**src/rtl/seat_bank.sv**
```systemverilog
// seat_bank: per-seat stack / hole-card / betting-status bank behind one command port.
// Latency: single-cycle ops respond 1 cycle after accept; COLLECT responds NUM_SEATS+1 cycles after accept.
// Backpressure: cmd_ready is low for the whole COLLECT sweep; no response-side backpressure.
// Optional build macro SEAT_BANK_PROFIT_SAT_EN: overflowing PROFIT saturates instead of being dropped.

package seat_bank_pkg;
    localparam int MAX_STACK_W   = 11;
    localparam int DEFAULT_STACK = 1000;

    // Ranks 2..14 (Ace = 14); suits 0 clubs, 1 diamonds, 2 hearts, 3 spades.
    typedef struct packed {
        logic [3:0] rank;
        logic [1:0] suit;
    } card_t;

    localparam logic [3:0] RANK_ACE    = 4'd14;
    localparam logic [1:0] SUIT_SPADES = 2'd3;

    localparam logic [2:0] OP_NOP       = 3'd0;
    localparam logic [2:0] OP_SET_CARDS = 3'd1;
    localparam logic [2:0] OP_BET       = 3'd2;
    localparam logic [2:0] OP_PROFIT    = 3'd3;
    localparam logic [2:0] OP_FOLD      = 3'd4;
    localparam logic [2:0] OP_COLLECT   = 3'd5;
    localparam logic [2:0] OP_NEW_HAND  = 3'd6;
    localparam logic [2:0] OP_RSVD      = 3'd7;
endpackage

module seat_bank
    import seat_bank_pkg::*;
#(
    parameter int NUM_SEATS  = 4,
    parameter int STACK_W    = MAX_STACK_W,
    parameter int INIT_STACK = DEFAULT_STACK,
    // Derived widths; leave at their defaults.
    parameter int SEAT_W     = $clog2(NUM_SEATS),
    parameter int POT_W      = STACK_W + SEAT_W
) (
    input  logic                                  clk,
    input  logic                                  table_reset,
    input  logic                                  cmd_valid,
    output logic                                  cmd_ready,
    input  logic [2:0]                            cmd_op,
    input  logic [SEAT_W-1:0]                     cmd_seat,
    input  logic [STACK_W-1:0]                    cmd_amount,
    input  card_t [1:0]                           cmd_cards,
    output logic                                  rsp_valid,
    output logic [POT_W-1:0]                      rsp_amount,
    output logic                                  rsp_err,
    output logic [NUM_SEATS-1:0][STACK_W-1:0]     stacks,
    output logic [NUM_SEATS-1:0][STACK_W-1:0]     round_bet,
    output logic [NUM_SEATS-1:0]                  folded,
    output logic [NUM_SEATS-1:0]                  all_in,
    output card_t [NUM_SEATS-1:0][1:0]            cards,
    output logic [STACK_W-1:0]                    high_bet,
    output logic [POT_W-1:0]                      pot,
    output logic [SEAT_W:0]                       active_count
);

    typedef enum logic {
        ST_IDLE,
        ST_SWEEP
    } state_t;

    localparam logic [SEAT_W:0]    SEAT_LIMIT = (SEAT_W+1)'(NUM_SEATS);
    localparam logic [SEAT_W-1:0]  LAST_SEAT  = SEAT_W'(NUM_SEATS - 1);
    localparam logic [STACK_W-1:0] STACK_MAX  = '1;
    localparam logic [STACK_W-1:0] STACK_INIT = STACK_W'(INIT_STACK);
    localparam card_t              CARD_RESET = '{rank: RANK_ACE, suit: SUIT_SPADES};

    state_t              state;
    logic [SEAT_W-1:0]   sweep_idx;
    logic [POT_W-1:0]    sweep_total;

    logic                seat_ok;
    logic [STACK_W-1:0]  sel_stack;
    logic [STACK_W-1:0]  sel_bet;
    logic [STACK_W-1:0]  bet_amt;
    logic [STACK_W-1:0]  bet_total;
    logic [STACK_W:0]    profit_sum;
    logic [STACK_W-1:0]  profit_room;
    logic [STACK_W-1:0]  sweep_bet;

    assign cmd_ready = (state == ST_IDLE);

    // Seats beyond NUM_SEATS only exist when NUM_SEATS is not a power of two.
    assign seat_ok     = ({1'b0, cmd_seat} < SEAT_LIMIT);
    assign sel_stack   = stacks[cmd_seat];
    assign sel_bet     = round_bet[cmd_seat];
    // A bet larger than the stack is clipped to the stack (going all-in).
    assign bet_amt     = (cmd_amount > sel_stack) ? sel_stack : cmd_amount;
    assign bet_total   = sel_bet + bet_amt;
    // One extra bit so overflow shows up as the carry.
    assign profit_sum  = {1'b0, sel_stack} + {1'b0, cmd_amount};
    assign profit_room = STACK_MAX - sel_stack;
    assign sweep_bet   = round_bet[sweep_idx];

    // Command FSM: single-cycle ops in IDLE, one seat per cycle during the COLLECT sweep.
    always_ff @(posedge clk) begin
        if (table_reset) begin
            state        <= ST_IDLE;
            sweep_idx    <= '0;
            sweep_total  <= '0;
            for (int s = 0; s < NUM_SEATS; s++) begin
                stacks[s]    <= STACK_INIT;
                round_bet[s] <= '0;
                cards[s][0]  <= CARD_RESET;
                cards[s][1]  <= CARD_RESET;
            end
            folded       <= '0;
            all_in       <= '0;
            high_bet     <= '0;
            pot          <= '0;
            active_count <= SEAT_LIMIT;
            rsp_valid    <= 1'b0;
            rsp_err      <= 1'b0;
            rsp_amount   <= '0;
        end else begin
            rsp_valid <= 1'b0;
            case (state)
                ST_IDLE: begin
                    if (cmd_valid && (cmd_op != OP_NOP)) begin
                        rsp_valid  <= 1'b1;
                        rsp_err    <= 1'b0;
                        rsp_amount <= '0;
                        if (!seat_ok || (cmd_op == OP_RSVD)) begin
                            rsp_err <= 1'b1;
                        end else begin
                            case (cmd_op)
                                OP_SET_CARDS: begin
                                    cards[cmd_seat] <= cmd_cards;
                                end
                                OP_BET: begin
                                    if (folded[cmd_seat] || all_in[cmd_seat]) begin
                                        rsp_err <= 1'b1;
                                    end else begin
                                        stacks[cmd_seat]    <= sel_stack - bet_amt;
                                        round_bet[cmd_seat] <= bet_total;
                                        if (bet_amt == sel_stack)
                                            all_in[cmd_seat] <= 1'b1;
                                        if (bet_total > high_bet)
                                            high_bet <= bet_total;
                                        rsp_amount <= POT_W'(bet_amt);
                                    end
                                end
                                OP_PROFIT: begin
                                    if (!profit_sum[STACK_W]) begin
                                        stacks[cmd_seat] <= profit_sum[STACK_W-1:0];
                                        rsp_amount       <= POT_W'(cmd_amount);
                                    end else begin
`ifdef SEAT_BANK_PROFIT_SAT_EN
                                        stacks[cmd_seat] <= STACK_MAX;
                                        rsp_amount       <= POT_W'(profit_room);
`else
                                        rsp_err <= 1'b1;
`endif
                                    end
                                end
                                OP_FOLD: begin
                                    if (folded[cmd_seat]) begin
                                        rsp_err <= 1'b1;
                                    end else begin
                                        folded[cmd_seat] <= 1'b1;
                                        active_count     <= active_count - 1'b1;
                                    end
                                end
                                OP_COLLECT: begin
                                    // Response is deferred to the end of the sweep.
                                    rsp_valid   <= 1'b0;
                                    state       <= ST_SWEEP;
                                    sweep_idx   <= '0;
                                    sweep_total <= '0;
                                end
                                OP_NEW_HAND: begin
                                    for (int s = 0; s < NUM_SEATS; s++)
                                        round_bet[s] <= '0;
                                    folded       <= '0;
                                    all_in       <= '0;
                                    high_bet     <= '0;
                                    pot          <= '0;
                                    active_count <= SEAT_LIMIT;
                                end
                                default: begin
                                end
                            endcase
                        end
                    end
                end
                ST_SWEEP: begin
                    pot                  <= pot + POT_W'(sweep_bet);
                    round_bet[sweep_idx] <= '0;
                    if (sweep_idx == LAST_SEAT) begin
                        high_bet   <= '0;
                        state      <= ST_IDLE;
                        rsp_valid  <= 1'b1;
                        rsp_err    <= 1'b0;
                        rsp_amount <= sweep_total + POT_W'(sweep_bet);
                    end else begin
                        sweep_idx   <= sweep_idx + 1'b1;
                        sweep_total <= sweep_total + POT_W'(sweep_bet);
                    end
                end
                default: state <= ST_IDLE;
            endcase
        end
    end

endmodule

```
**config.mk**
```make
export PLATFORM = sky130hd
export DESIGN_NAME = seat_bank
export DESIGN_NICKNAME = d
export VERILOG_FILES = /design/src/rtl/seat_bank.sv
export SDC_FILE = /design/constraint.sdc
export NUM_CORES = 1
export LEC_CHECK = 0
export BUFFER_PORTS_ARGS = -buffer_cell sky130_fd_sc_hd__buf_2
export CAP_MARGIN = 0
export CORE_MARGIN = 2
export CORE_UTILIZATION = 30
export DETAILED_ROUTE_END_ITERATION = 12
export MAX_ROUTING_LAYER = met4
export PLACE_DENSITY = 0.46
export SETUP_SLACK_MARGIN = 0.02
export SLEW_MARGIN = 10
export SYNTH_ARGS = -nofsm -noshare
export SYNTH_HDL_FRONTEND = slang
export SYNTH_SLANG_ARGS = --single-unit
```
**constraint.sdc**
```tcl
create_clock -name clk -period 10.9 [get_ports clk]
set_input_delay 2.18 -clock clk [delete_from_list [all_inputs] [get_ports clk]]
set_output_delay 2.18 -clock clk [all_outputs]
set_load 0.03 [all_outputs]
```
==> metrics.md <==
| Metric | Value |
|---|---|
| First drt pass iteration count | `5` |
| Starting DRT DRC Count | `882` |
| Clock root cell | `clkbuf_16` |
| Hold WC Path Type | `flip-flop to flip-flop` |
| CTS tree | `yes` |
| Final Net Count | `around 1,700` |
| First-pass GRT wire length | `68,800 um` |
| Sequential fraction of the synthesis area | `34.2%` |
| Final hold violation count | `0` |
| Most frequent cell after synthesis | `dfxtp_1` |
| Die outline area | `41,000 sq um` |
| Maximum vdd drop | `between 0.1 and 0.15 mV` |
| Ys flop type | `dfxtp_1` |
| Setup TNS | `0 ns` |
| Critical Path RT | `11.38 ns` |
| Crit path cell chain | `buf_2 -> mux4_2 -> inv_1 -> ha_1 -> and4_1 -> and3_1 -> a221o_1 -> o21a_1 -> nand2_1 -> o21ai_0 -> ha_1 -> fa_1 -> a21oi_1 -> o211ai_1 -> o41ai_1 -> o21a_1 -> xnor2_1 -> ha_1 -> nand4_1 -> nor3_1 -> o31a_1 -> a41o_1 -> or3_1 -> o211ai_2` |
| Post-synthesis cell area | `11,800 sq um` |
| Post-synth top area share | `between 30% and 40%` |
| Post-Syn Instances | `around 1,400` |
| Part of the power in combinational logic | `15.6%` |
| Register bit total from synthesis | `202` |
| Critical-path maximum fanout | `14` |
| WL final | `45,600 um` |
| Max-slew headroom | `approximately 34%` |
| Final slew viol count | `0` |
| Clock skew | `0.0163 ns` |
| Initial antenna violation count | `1` |
| Design Power | `1.99 mW` |
| Sw Pwr | `573 uW` |
| Vias in the first global route | `around 11,000` |
| Starting density of the core | `30.5%` |
| Fraction of registers with async set/reset | `0%` |
| Clock Pin Slew Worst Setup and Hold Paths | `0.06 ns` |
| Synth Area per Inst | `8.41 sq um` |
| Resized cells post-CTS | `0` |
| Switching Fraction | `28.7%` |
| Worst slew pin tran | `0.991 ns` |
| Post-synth EDFFs | `0` |
| Worst path max stage delay | `approximately 0.65 ns` |
| Largest area contributor in the netlist | `dfxtp_1` |
| Layout area overhead | `20.9%` |
| Setup CP Type | `input pin to flip-flop` |
| Core area | `38,700 sq um` |
| Setup violations, final | `0` |
| CP arrival | `8.62 ns` |
| Post-CTS setup buffer count | `0` |
| Critical path capture point type | `flip-flop` |
| Latest clock arrival within the worst-skew pair | `0.55 ns` |
| GP Congestion | `about 0.9` |
| RSZ-0062 raised after global routing | `false` |
| Final ANT Viol Nets | `0` |
| LEAKAGE | `6.12 nW` |
| Tcrit/Tclk final | `74.7%` |
| Slowest cell on crit path | `mux4_2` |
| DRC viols | `0` |
| Total global routing overflow | `0` |
| Post-Syn Nets | `approximately 1,500` |
| Hold buffers post-CTS | `0` |
| Int Pwr | `1.42 mW` |
| Count of cell types in the netlist | `72` |
| Port bufs | `217` |
| IO Pins | `218` |
| Chip Width | `202 um` |
| H-tree depth | `1` |
| CTS buffer count | `26` |
| Total GRT Usage | `approximately 22%` |
| Seq pwr share | `between 30% and 40%` |
| Commonest cells in the netlist | `dfxtp_1, nand2_1, nor2_1` |
| HPWL Detailed | `34,700 um` |
| Top Family by Delay on Critical Path | `compound AO/OA/AOI/OAI gates` |
| WL/cell | `roughly 21 um` |
| Setup crit start kind | `input pin` |
| Pwr dens | `140 nW/um^2` |
| Max-Cap Viols | `0` |
| Clk sinks | `202` |
| Clock Power Share | `46.0%` |
| CTS Buffer Depth | `3` |
| Worst path buffer plus inverter count | `2` |
| Fin crit period | `8.14 ns` |
| Fmax | `~120 MHz` |
| Warnings from Yosys | `0` |
| Share of layout cells above drive strength 1 | `20.3%` |
| Synth area leaders | `dfxtp_1, ha_1, mux4_2, nand2_1, nand3_1` |
| Pin count of the biggest net entering global routing | `a little over 80` |
| Vias | `11,300` |
| Outcome | `completed` |
| Vias per cell | `5.33` |
| Fillers | `roughly 4,000` |
| Die Ht | `~200 um` |
| Most used cell, CP | `ha_1` |
| # rows | `72` |
## final cells by class
cell class / instances / area (sq um) / share of cell area (%)
Antenna cell: 1 / 2.50 / 0.0175
Clock buffer: 36 / 749 / 5.25
Clock inverter: 10 / 155 / 1.09
Inverter: 60 / 225 / 1.58
Multi-Input combinational cell: 1067 / 7230 / 50.6
Sequential cell: 202 / 4040 / 28.3
Tap cell: 518 / 648 / 4.54
Timing Repair Buffer: 235 / 1220 / 8.57
## metal layers
metal / up-vias / share of wire [%] / track usage (%) / routed length, um
li1: 5462 / - / - / -
met1: 5501 / 45 / 28.9 / 20500
met2: 319 / 47 / 35.7 / 21300
met3: 60 / 6.0 / 4.43 / 2720
met4: 0 / 2.5 / 5.87 / 1140
met5: - / 0 / - / 0
## logic make-up after synthesis
logic type / synth area share (%)
buffers and inverters: 4.56
muxes: 8.11
AOI/OAI and AO/OA: 19.7
DFF: 34.2
xor gates and xnor gates: 3.04
adders and majority gates: 9.75
and+or+nand+nor: 20.6
## flip-flops by register name (all words and copies together), names as in the netlist, 4 cells and up
register     count
cards           48
round_bet       44
stacks          44
pot             13
rsp_amount      13
sweep_total     13
high_bet        11
all_in           4
folded           4
## power groups by stage
| stage | registers (mW) | logic (mW) | clock network, mW |
|---|---|---|---|
| after floorplan | 0.803 | 0.179 | 0 |
| after global placement | 0.781 | 0.311 | 0 |
| after detailed placement | 0.781 | 0.310 | 0 |
| after CTS | 0.765 | 0.311 | 0.937 |
| after global routing | 0.766 | 0.338 | 0.969 |
| final | 0.764 | 0.311 | 0.917 |
## placed cells by master (no fill, tap or decap), types with 6 or more instances in the layout
cell and n:
buf_2 216, dfxtp_1 202, nand2_1 174, nor2_1 138, nand3_1 106, ha_1 84, a21oi_1 78, o21ai_0 78
inv_1 58, a22oi_1 49, mux4_2 35, o211ai_1 29, nor3_1 28, clkbuf_16 27, xnor2_1 24, buf_4 19
a21o_1 17, xor2_1 17, mux2i_1 17, nor2b_1 16, a211oi_1 16, a31oi_1 16, and3_1 13, and2_1 13
nand2b_1 10, o41ai_1 9, or3_1 9, nand4_1 7, o31ai_1 6
## stage by stage
step / instance area (sq um) / hold slack (ns) / setup slack (ns) / cells / util, %
CTS: 14300 / 0.459 / 2.81 / 2128 / 36.9
finish: 14300 / 0.455 / 2.76 / 2129 / 36.9
global placement: 13400 / 0.440 / 2.35 / 2082 / 34.5
detailed placement: 13400 / 0.449 / 2.24 / 2082 / 34.5
floorplan: 11800 / 0.436 / 2.40 / 1405 / -
global route: 14300 / 0.475 / 2.33 / 2129 / 36.9
## worst register-to-register path, stage by stage, from the launching register on
cell and delay (ns):
dfxtp_1 0.37, mux4_2 0.59, inv_1 0.11, ha_1 0.27, and4_1 0.24, and3_1 0.19
a221o_1 0.36, o21a_1 0.23, nand2_1 0.07, o21ai_0 0.13, ha_1 0.26, fa_1 0.40
a21oi_1 0.21, o211ai_1 0.16, o41ai_1 0.47, o21a_1 0.45, xnor2_1 0.14, ha_1 0.32
nand4_1 0.11, nor3_1 0.06, o31a_1 0.24, a41o_1 0.44, or3_1 0.42, o211ai_2 0.13
## path summary, 6_finish.rpt
check                                 start           end  slack [ns]  cells after the start
worst max-delay path            cmd_seat[0]  high_bet[10]        2.76                     24
worst min-delay path              cards[32]     cards[32]        0.46                      2
worst max register to register   stacks[43]  high_bet[10]        4.47                     23
worst min register to register    cards[32]     cards[32]        0.46                      2
Note: power is estimated with default switching activity, not from simulation.
